==> src/rtl/fib_sweep_pkg.sv <==
// Shared types for the Fibonacci sweep sequencer.
// Sweep FSM states and record-width helper.
package fib_sweep_pkg;

  typedef enum logic [2:0] {
    IDLE,
    ISSUE,
    WAIT_CLR,
    WAIT_DONE,
    STORE,
    FINISH
  } state_t;

  function automatic int rec_bits(
    input int n_w,
    input int r_w
  );
    return n_w + r_w + 1;
  endfunction

endpackage

==> src/rtl/fib_sweep_fifo.sv <==
// First-word-fall-through result FIFO with count-based full/empty.
// A pop in the same cycle never frees a slot for that cycle's push.
module fib_sweep_fifo
  import fib_sweep_pkg::*;
#(
  parameter int WIDTH = 39,
  parameter int DEPTH = 4
) (
  input  logic             clk,
  input  logic             rst,
  input  logic             push,
  input  logic             pop,
  input  logic [WIDTH-1:0] din,
  output logic [WIDTH-1:0] dout,
  output logic             full,
  output logic             empty
);

  localparam int AW = $clog2(DEPTH);
  localparam int CW = AW + 1;

  logic [WIDTH-1:0] mem [DEPTH];
  logic [AW-1:0]    wr;
  logic [AW-1:0]    rd;
  logic [CW-1:0]    count;
  logic             do_push;
  logic             do_pop;

  assign full    = (count == CW'(DEPTH));
  assign empty   = (count == '0);
  assign do_push = push && !full;
  assign do_pop  = pop && !empty;
  assign dout    = empty ? '0 : mem[rd];

  always_ff @(posedge clk) begin
    if (rst) begin
      wr    <= '0;
      rd    <= '0;
      count <= '0;
    end else begin
      if (do_push) wr <= wr + 1'b1;
      if (do_pop)  rd <= rd + 1'b1;
      count <= count + CW'(do_push) - CW'(do_pop);
    end
  end

  always_ff @(posedge clk) begin
    if (do_push) mem[wr] <= din;
  end

endmodule

==> src/rtl/fib_sweep.sv <==
// Sweeps the Fibonacci core over [n_start, n_end] and buffers
// each {n, result, overflow} record for a valid/ready consumer.
module fib_sweep
  import fib_sweep_pkg::*;
#(
  parameter int INPUT_WIDTH  = 6,
  parameter int OUTPUT_WIDTH = 32,
  parameter int DEPTH        = 4,
  parameter int TIMEOUT      = 1024
) (
  input  logic                    clk,
  input  logic                    rst,
  input  logic                    start,
  input  logic [INPUT_WIDTH-1:0]  n_start,
  input  logic [INPUT_WIDTH-1:0]  n_end,
  output logic                    busy,
  output logic                    sweep_done,
  output logic                    timeout_err,
  output logic                    fib_go,
  output logic [INPUT_WIDTH-1:0]  fib_n,
  input  logic [OUTPUT_WIDTH-1:0] fib_result,
  input  logic                    fib_overflow,
  input  logic                    fib_done,
  output logic                    out_valid,
  input  logic                    out_ready,
  output logic [INPUT_WIDTH-1:0]  out_n,
  output logic [OUTPUT_WIDTH-1:0] out_result,
  output logic                    out_overflow
);

  localparam int RW = rec_bits(INPUT_WIDTH, OUTPUT_WIDTH);
  localparam int TW = $clog2(TIMEOUT + 1);

  typedef struct packed {
    logic [INPUT_WIDTH-1:0]  n;
    logic [OUTPUT_WIDTH-1:0] result;
    logic                    overflow;
  } rec_t;

  state_t               state;
  logic [INPUT_WIDTH:0] n_cur;
  logic [INPUT_WIDTH:0] n_last;
  logic [TW-1:0]        tcnt;
  logic                 tmo_hit;
  rec_t                 wr_rec;
  rec_t                 rd_rec;
  logic                 full;
  logic                 empty;
  logic                 push;
  logic                 pop;

  assign fib_go  = (state == ISSUE);
  assign fib_n   = n_cur[INPUT_WIDTH-1:0];
  assign tmo_hit = (tcnt == TW'(TIMEOUT - 1));
  assign push    = (state == STORE) && !full;
  assign pop     = out_valid && out_ready;
  assign wr_rec  = {fib_n, fib_result, fib_overflow};

  assign out_valid    = !empty;
  assign out_n        = rd_rec.n;
  assign out_result   = rd_rec.result;
  assign out_overflow = rd_rec.overflow;

  fib_sweep_fifo #(
    .WIDTH (RW),
    .DEPTH (DEPTH)
  ) u_fifo (
    .clk   (clk),
    .rst   (rst),
    .push  (push),
    .pop   (pop),
    .din   (wr_rec),
    .dout  (rd_rec),
    .full  (full),
    .empty (empty)
  );

  always_ff @(posedge clk) begin
    if (rst) begin
      state       <= IDLE;
      n_cur       <= '0;
      n_last      <= '0;
      tcnt        <= '0;
      busy        <= 1'b0;
      sweep_done  <= 1'b0;
      timeout_err <= 1'b0;
    end else begin
      unique case (state)
        IDLE: begin
          if (start) begin
            n_cur       <= {1'b0, n_start};
            n_last      <= {1'b0, n_end};
            busy        <= 1'b1;
            sweep_done  <= 1'b0;
            timeout_err <= 1'b0;
            state       <= (n_start <= n_end) ? ISSUE : FINISH;
          end
        end
        ISSUE: begin
          tcnt  <= '0;
          state <= WAIT_CLR;
        end
        WAIT_CLR: begin
          if (tmo_hit) begin
            timeout_err <= 1'b1;
            state       <= FINISH;
          end else begin
            tcnt <= tcnt + 1'b1;
            if (!fib_done) state <= WAIT_DONE;
          end
        end
        WAIT_DONE: begin
          if (fib_done) begin
            state <= STORE;
          end else if (tmo_hit) begin
            timeout_err <= 1'b1;
            state       <= FINISH;
          end else begin
            tcnt <= tcnt + 1'b1;
          end
        end
        STORE: begin
          // wide counter lets n_end = all-ones finish without wrapping
          if (!full) begin
            if (n_cur == n_last) begin
              state <= FINISH;
            end else begin
              n_cur <= n_cur + 1'b1;
              state <= ISSUE;
            end
          end
        end
        FINISH: begin
          sweep_done <= 1'b1;
          busy       <= 1'b0;
          state      <= IDLE;
        end
        default: state <= IDLE;
      endcase
    end
  end

endmodule

==> config.mk <==
export PLATFORM = sky130hd
export DESIGN_NAME = fib_sweep
export DESIGN_NICKNAME = d
export VERILOG_FILES = /design/src/rtl/fib_sweep_pkg.sv /design/src/rtl/fib_sweep_fifo.sv /design/src/rtl/fib_sweep.sv
export SDC_FILE = /design/constraint.sdc
export NUM_CORES = 1
export LEC_CHECK = 0
export ABC_AREA = 1
export BUFFER_PORTS_ARGS = -buffer_cell sky130_fd_sc_hd__buf_4
export CAP_MARGIN = 25
export CORE_UTILIZATION = 45
export CTS_CLUSTER_SIZE = 10
export DETAILED_ROUTE_END_ITERATION = 8
export PLACE_DENSITY = 0.68
export SLEW_MARGIN = 0
export SYNTH_ARGS = -nofsm -noshare
export SYNTH_HDL_FRONTEND = slang
export SYNTH_SLANG_ARGS = --single-unit
==> constraint.sdc <==
create_clock -name clk -period 3.65 [get_ports clk]
set_input_delay 0.365 -clock clk [delete_from_list [all_inputs] [get_ports clk]]
set_output_delay 0.365 -clock clk [all_outputs]
set_load 0.01 [all_outputs]
After elaboration in Yosys (flattened, before gate mapping)
Memories as Yosys holds them, arrays and structs flattened. A register that Yosys moved wholly into a read port is not among the register bits.
Cells that the tools add are included.
{"block": "op_classes", "n_addsub": 6, "n_lt_le_gt_ge": 1, "n_eq_ne": 14, "n_mux": 28, "n_reduce_logical": 18}
{"cell": "$mux W39", "count": 1}
{"cell": "$pmux W11 S3", "count": 1}
{"cell": "$mux W3", "count": 8}
{"cell": "$mux W11", "count": 2}
{"cell": "$mux W7", "count": 3}
{"cell": "$pmux W3 S5", "count": 1}
{"cell": "$pmux W7 S2", "count": 1}
{"cell": "$add A11 B1 Y11 const B", "count": 1}
{"cell": "$eq A11 B10 Y1 const B", "count": 1}
{"cell": "$eq A3 B3 Y1 const B", "count": 3}
{"cell": "$ne A2 B2 Y1 const B", "count": 4}
{"cell": "$reduce_and A4 Y1", "count": 2}
{"cell": "$add A7 B1 Y7 const B", "count": 1}
{"cell": "$eq A7 B6 Y1", "count": 1}
{"cell": "$eq A3 B2 Y1 const B", "count": 2}
{"cell": "$le A6 B6 Y1", "count": 1}
{"cell": "$logic_not A3 Y1", "count": 2}
{"cell": "$mux W1", "count": 6}
{"cell": "$ne A3 B3 Y1 const B", "count": 2}
{"cell": "$reduce_and A2 Y1", "count": 3}
{"cell": "$reduce_bool A3 Y1", "count": 2}
{"cell": "$add A2 B1 Y2 const B", "count": 2}
{"cell": "$logic_and A1 B1 Y1", "count": 4}
{"cell": "$mux W2", "count": 2}
{"cell": "other kinds (8)", "count": 11}
{"block": "word_totals", "reg_bits": 37, "ramBits": 156, "input_bits": 50, "out_inout_bits": 50, "word_cells": 78, "memories": 1}
{"name": "u_fifo.mem", "words": 4, "word_bits": 39, "rd": 1, "rd_ports_with_merged_regs": 1, "wr": 1, "line": "fib_sweep_fifo.sv:22", "rtl": "logic [WIDTH-1:0] mem [DEPTH];"}

Depth between registers and ports, before layout
Gate-level depths: netlist of run 1.
{"block": "depth", "ltp_word": 6, "ltp_mapped": 12, "mapped_depth_nobuf": 12}

Cells and area by module
Synthesis of run 1 repeated with hierarchy kept, for this count alone.
{"block": "unflattened", "cells_unflattened": 993, "hier_area_um2": 9075.0}
{"module": "fib_sweep_fifo", "n_inst": 1, "cells_each": 685, "area_per_inst_um2": 7190.6, "seq_area_each_um2": 4864.7}
{"module": "fib_sweep", "n_inst": 1, "cells_each": 308, "area_per_inst_um2": 1884.3, "seq_area_each_um2": 600.6}

Worst setup path after synthesis of run 1
OpenSTA, ideal clock, no wires.
{"block": "synth_path", "path_kind": "reg2reg", "start": "register state[0]", "end": "memory u_fifo.mem[0][0] (enable)", "setup_ns": 0.435, "arrival_time_ns": 2.496, "required_time_ns": 3.215, "setup_slack_ns": 0.719, "stages_incl_launch_ff": 6, "n_path_buf": 0, "synth_period_minus_slack_ns": 2.931, "cell_sequence": "dfxtp_1 -> nor2_4 -> nand2_4 -> inv_4 -> nand2_4 -> nor2_1"}
{"block": "synth_via", "elab_chain_len": 5}
{"item": "start, declared", "line": "fib_sweep.sv:40", "rtl": "state_t state;"}
{"item": "start signal, assigned", "line": "fib_sweep.sv:96", "rtl": "state <= (n_start <= n_end) ? ISSUE : FINISH;"}
{"item": "$eq A3 B3 Y1", "line": "fib_sweep.sv:55", "rtl": "assign push = (state == STORE) && !full;"}
{"item": "$logic_and A1 B1 Y1", "line": "fib_sweep.sv:55"}
{"item": "$logic_and A1 B1 Y1", "line": "fib_sweep_fifo.sv:31", "rtl": "assign do_push = push && !full;"}
{"item": "$mux W1", "line": "fib_sweep_fifo.sv:48", "rtl": "if (do_push) mem[wr] <= din;"}
{"item": "$mux W1 (not written as such)", "line": "fib_sweep_fifo.sv:48"}
{"item": "end, declared", "line": "fib_sweep_fifo.sv:22"}
No other way between the ends.

==> results.sh, run 1 <==
export IMPL_cts_tree="built"
export IMPL_fin_skew_ns=0.00955
export IMPL_endpoint_kind="output port"
export IMPL_p_total_mw=6.77
export IMPL_grt_pass1_vias=5458
export IMPL_multiInputGateArea_um2=2450
export IMPL_critical_path_max_stage_delay_ns=0.40
export IMPL_synth_area_per_cell_um2=10.3
export IMPL_path_cells="buf_4 > inv_1 > buf_4 > nor2_1 > o21ai_0 > a21oi_1 > buf_4"
export IMPL_grt_usage=0.188
export IMPL_die_area_um2=19000
export IMPL_ant_nets=0
export IMPL_worst_pin_slew_ns=0.869
export IMPL_postCtsHoldBufs=0
export IMPL_relSlewSlack=0.420
export IMPL_synth_edf_count=156
export IMPL_wirelength_um=17200
export IMPL_synth_area_leaders="edfxtp_1, dfxtp_1, nor2_1"
export IMPL_cts_resized=0
export IMPL_synthArstFlopShare=0
export IMPL_diodes=0
export IMPL_slowest_stage="buf_4"
export IMPL_clock_sinks=195
export IMPL_wl_per_cell_um=15.2
export IMPL_drive_gt1_frac=0.187
export IMPL_p_seq_frac=0.412
export IMPL_drt_pass1_iter_count=5
export IMPL_setup_violations=0
export IMPL_required_ns=3.28
export IMPL_switchingPower_mw=2.36
export IMPL_synth_top_area_cell="edfxtp_1"
export IMPL_synth_compound_area_frac=0.108
export IMPL_slew_viol_final=0
export IMPL_outcome="complete, no violations"
export IMPL_regArea_um2=5470
export IMPL_clock_power_share=0.262
export IMPL_cts_buffer_depth=2
export IMPL_cts_setup_buffers=0
export IMPL_syn_cell_area_um2=8320
export IMPL_p_leak_nw=3.75
export IMPL_fillers=1555
export IMPL_die_x_um=138
export IMPL_clock_latency_ns=0.43
export IMPL_fp_coreArea_um2=18000
export IMPL_grt_max_degree=79
export IMPL_htree_levels=4
export IMPL_fin_nets=960
export IMPL_yosys_warnings=0
export IMPL_setup_tns_ns=0
export IMPL_synth_most_common_cell="nor2_1"
export IMPL_vias_per_cell=5.10
export IMPL_io_buffers=99
export IMPL_p_per_area_nw_per_um2=689
export IMPL_timing_final_crit_share=0.747
export IMPL_ir_drop_mv=0.385
export IMPL_grt_antenna_before_repair=0
export IMPL_grt_pass1_wl_um=27000
export IMPL_arrival_ns=2.36
export IMPL_fin_crit_ns=2.73
export IMPL_start_util=0.462
export IMPL_ys_ff_latch=195
export IMPL_place_congestion=0.807
export IMPL_dp_hpwl_um=10900
export IMPL_boundaryPins=100
export IMPL_clk_pin_slew_ns=0.07
export IMPL_synth_cell_type_count=32
export IMPL_synth_xor_area_frac=0.00421
export IMPL_cp_start_kind="register"
export IMPL_syn2layout_area_growth_pct=18.1
export IMPL_grt_setup_unrepaired="false"
export IMPL_yosys_area_share_simple=0.155
export IMPL_synthAdderAreaFrac=0.0235
export IMPL_yosysSeqAreaShare=0.657
export IMPL_whs_ns=0.133
export IMPL_p_comb_frac=0.325
export IMPL_drtIter0Drc=404
export IMPL_p_int_mw=4.41
export IMPL_ys_flop_type="edfxtp_1"
export IMPL_crit_fanout=40
export IMPL_clockRootBuffer="clkbuf_16"
export IMPL_swShare=0.349
export IMPL_hold_class="in2reg"
export IMPL_cap_viol_max_count=0
export IMPL_crit_type="reg2out"
export IMPL_synth_top_family_by_area="simple AND/OR/NAND/NOR gates"
export IMPL_max_freq_mhz=367
export IMPL_synthesis_nets=871
export IMPL_grt_overflow=0
export IMPL_synthTopCellsByCount="nor2_1, edfxtp_1, o21ai_0, nand2_1, a21oi_1"
export IMPL_die_h_um=138
export IMPL_synth_top_cell_area_share=0.563
export IMPL_muxShareOfSynthArea=0
export IMPL_cts_buffers=17
export IMPL_vias=5795
export IMPL_syn_inst=806
export IMPL_drc=0
export IMPL_hold_viol=0
export IMPL_fp_row_count=49
export IMPL_cpMostUsedCell="buf_4"
## stage by stage
stage | cells | cell area, um2 | util | setup slack [ns]
global route | 1137 | 9830 | 0.545 | 0.707
floorplan | 806 | 8320 | - | 0.719
finish | 1137 | 9830 | 0.545 | 0.923
detailed placement | 1105 | 9270 | 0.514 | 1.30
global placement | 1105 | 9270 | 0.514 | 1.31
CTS | 1137 | 9830 | 0.545 | 0.900
## flip-flops by register name (all words and copies together), names as in the netlist, named ones only
| register | flops |
|---|---|
| sweep_done | 1 |
| n_last | 6 |
| u_fifo.mem | 156 |
| tcnt | 11 |
| state | 3 |
| n_cur | 7 |
| u_fifo.count | 3 |
| u_fifo.wr | 2 |
| busy | 1 |
| timeout_err | 1 |
| u_fifo.rd | 2 |
## cell families (layout without fill, tap and decap cells)
group	after synthesis	count (layout)
compound gates	174	174
xor+xnor	4	4
fa+ha+maj	15	15
buf+inv	104	206
flops	195	195
simple gates	314	314
## critical path, delay by kind of cell, from the launching register on
kind	cells	cell delay, ns
simple gates	1	0.14
flops	1	0.31
compound gates	2	0.33
buf+inv	4	1.13
## layout by cell type, fill, tap and decap left out, types with 2 or more instances in the layout
cell and instances:
a21oi_1 68, a21oi_2 2, buf_4 109, clkbuf_16 17, clkinv_1 2, clkinv_2 2, clkinvlp_4 3, dfxtp_1 38
edfxtp_1 156, ha_1 14, inv_1 57, inv_2 6, inv_4 2, inv_6 4, inv_8 2, nand2_1 77
nand2_2 2, nand2_4 5, nand3_1 16, nand3b_1 2, nor2_1 192, nor2_2 4, nor2_4 6, nor3_1 7
o21ai_0 96, o21ai_1 3, o21ai_2 3, xor2_1 3
## path summary, 6_finish.rpt
kind	startpoint	to	slack, ns	cells past startpoint
setup / recovery	register	out_result[1]	0.92	7
hold reg to reg	n_last[2]	n_last[2]	0.47	2
hold / removal	fib_result[11]	u_fifo.mem[1][12]	0.13	1
setup reg to reg	state[0]	u_fifo.mem[3][33]	1.29	6
## layout make-up
| type | instances | share of cell area |
|---|---|---|
| sequential | 195 | 0.556 |
| multi-input combinational | 507 | 0.249 |
| timing repair buffer | 109 | 0.0833 |
| clock buffer | 18 | 0.0437 |
| tap | 229 | 0.0292 |
| inverter | 65 | 0.0253 |
| clock inverter | 14 | 0.0130 |
## power groups by stage
stage	combinational [mW]	sequential, mW	clock [mW]
after floorplan	1.39	2.79	0
after global placement	2.19	2.83	0
after detailed placement	2.22	2.84	0
after CTS	2.23	2.79	1.80
final	2.20	2.79	1.78
after global routing	2.48	2.82	1.87
## metal layers
layer  vias to the layer above  global-route usage  routed length [um]
li1                       2902                   -                   -
met1                      2712               0.241                7570
met2                       166               0.313                8390
met3                        15              0.0453                1070
met4                         0              0.0622                 208
met5                         -                   0                   0
(Power assumes the default switching activity.)
==> run 2: changes to the inputs <==
- clock period: 3.65 -> 2.8 ns (I/O delays scaled with it)
==> run 2 against run 1 <==
Net effect: wire length is essentially flat; clock power up 43%; critical path depth is 1 lower; first-iteration DRC count fell by 3.0%; clock skew grew 0.0034 ns; sequential power rose by 30%; hold slack got worse by 0.074 ns.
==> results.sh, run 2 (same netlist as run 1, synthesis figures left out) <==
export IMPL_mostFrequentLayoutCells="nor2_1, edfxtp_1, buf_4, o21ai_0, nand2_1"
export IMPL_die_h_um=138
export IMPL_timing_final_crit_share=0.856
export IMPL_drt_pass1_iter_count=5
export IMPL_drive_gt1_frac=0.190
export IMPL_largest_reg_flops=156
export IMPL_p_seq_frac=0.402
export IMPL_drc=0
export IMPL_fin_crit_ns=2.40
export IMPL_clk_pin_slew_ns=0.07
export IMPL_cts_setup_buffers=0
export IMPL_hold_viol=0
export IMPL_start_util=0.462
export IMPL_swShare=0.331
export IMPL_wirelength_um=17200
export IMPL_p_int_mw=6.06
export IMPL_slew_viol_final=0
export IMPL_max_freq_mhz=417
export IMPL_die_area_um2=19000
export IMPL_relSlewSlack=0.516
export IMPL_top_register="u_fifo.mem"
export IMPL_grt_overflow=0
export IMPL_drtIter0Drc=392
export IMPL_postCtsHoldBufs=0
export IMPL_endpoint_kind="output port"
export IMPL_fillers=1599
export IMPL_vias=5808
export IMPL_worst_pin_slew_ns=0.725
export IMPL_cap_viol_max_count=0
export IMPL_reg_top3="u_fifo.mem: 156 flops, tcnt: 11 flops, n_cur: 7 flops"
export IMPL_clockRootBuffer="clkbuf_16"
export IMPL_cts_resized=0
export IMPL_clock_latency_ns=0.42
export IMPL_place_congestion=0.802
export IMPL_required_ns=2.52
export IMPL_worst_slack_ns=0.403
export IMPL_vias_per_cell=5.10
export IMPL_grt_usage=0.190
export IMPL_p_total_mw=9.05
export IMPL_post_route_cell_area_um2=9950
export IMPL_pre_cts_slack_ns=0.674
export IMPL_dp_hpwl_um=11200
export IMPL_fin_nets=962
export IMPL_crit_fanout=22
export IMPL_cp_start_kind="register"
export IMPL_htree_levels=4
export IMPL_placed_area_um2=9320
export IMPL_final_common_cell="nor2_1"
export IMPL_crit_type="reg2out"
export IMPL_grt_max_degree=79
export IMPL_ant_nets=0
export IMPL_ir_drop_mv=0.531
export IMPL_fp_coreArea_um2=18000
export IMPL_grt_pass1_wl_um=27300
export IMPL_p_comb_frac=0.318
export IMPL_boundaryPins=100
export IMPL_setup_violations=0
export IMPL_p_per_area_nw_per_um2=910
export IMPL_outcome="complete, no violations"
export IMPL_wl_per_cell_um=15.1
export IMPL_fp_row_count=49
export IMPL_cts_buffer_depth=2
export IMPL_hold_class="in2reg"
export IMPL_diodes=0
export IMPL_syn2layout_area_growth_pct=19.6
export IMPL_grt_antenna_before_repair=0
export IMPL_cts_tree="built"
export IMPL_io_buffers=99
export IMPL_grt_pass1_vias=5491
export IMPL_die_x_um=138
export IMPL_grt_setup_unrepaired="false"
export IMPL_switchingPower_mw=3.00
export IMPL_arrival_ns=2.12
export IMPL_fin_skew_ns=0.0129
export IMPL_clock_sinks=195
export IMPL_clock_power_share=0.280
export IMPL_cts_buffers=17
export IMPL_p_leak_nw=3.81
[run 2: cell types whose count changed in the layout (fill, tap and decap cells not counted)]
cell	delta
buf_12	+3
clkinv_1	-2
clkbuf_8	+4
buf_4	-1
bufinv_16	+2
inv_8	-2
clkbuf_1	+1
clkinv_2	-2
clkinv_4	+1
clkinvlp_4	-2
[run 2: per-stage QoR]
step	std cells	hold slack, ns	utilization	TNS (ns)
after floorplan	806	0.349	-	-20.51
after global placement	1107	0.451	0.517	0
after detailed placement	1107	0.452	0.517	0
after CTS	1139	0.0450	0.552	0
after global routing	1139	0.0416	0.552	0
final	1139	0.0585	0.552	0
[run 2: layer usage]
metal	vias up	routed length, um	global-route usage
met2	167	8270	0.312
li1	2898	-	-
met4	0	218	0.0688
met1	2727	7750	0.248
met3	16	995	0.0384
met5	-	0	0
[run 2: worst paths after layout]
kind / cells past startpoint / slack (ns) / start / endpoint
hold reg to reg: 2 / 0.46 / n_last[4] / n_last[4]
hold / removal: 1 / 0.06 / fib_result[8] / u_fifo.mem[2][9]
setup / recovery: 6 / 0.40 / register / out_result[17]
setup reg to reg: 6 / 0.70 / state[0] / u_fifo.mem[0][3]
[run 2: worst max-delay path, stage by stage (launching register included)]
cell and delay (ns):
dfxtp_1 0.31, inv_1 0.53, buf_4 0.38, nor2_1 0.08, o21ai_0 0.08, a21oi_1 0.13
buf_4 0.18
[run 2: power groups by stage]
| stage | sequential (mW) | combinational, mW | clock (mW) |
|---|---|---|---|
| finish | 3.64 | 2.88 | 2.54 |
| global route | 3.67 | 3.24 | 2.68 |
| CTS | 3.64 | 2.92 | 2.58 |
| detailed placement | 3.70 | 2.90 | 0 |
| global placement | 3.70 | 2.88 | 0 |
| floorplan | 3.64 | 1.81 | 0 |
[run 2: final cells by class]
type	count	area [um2]	share of cell area
Clock inverter	9	141	0.0142
Multi-Input combinational cell	507	2450	0.246
Inverter	65	249	0.0250
Sequential cell	195	5470	0.549
Tap cell	229	287	0.0288
Timing Repair Buffer	111	871	0.0875
Clock buffer	23	488	0.0490
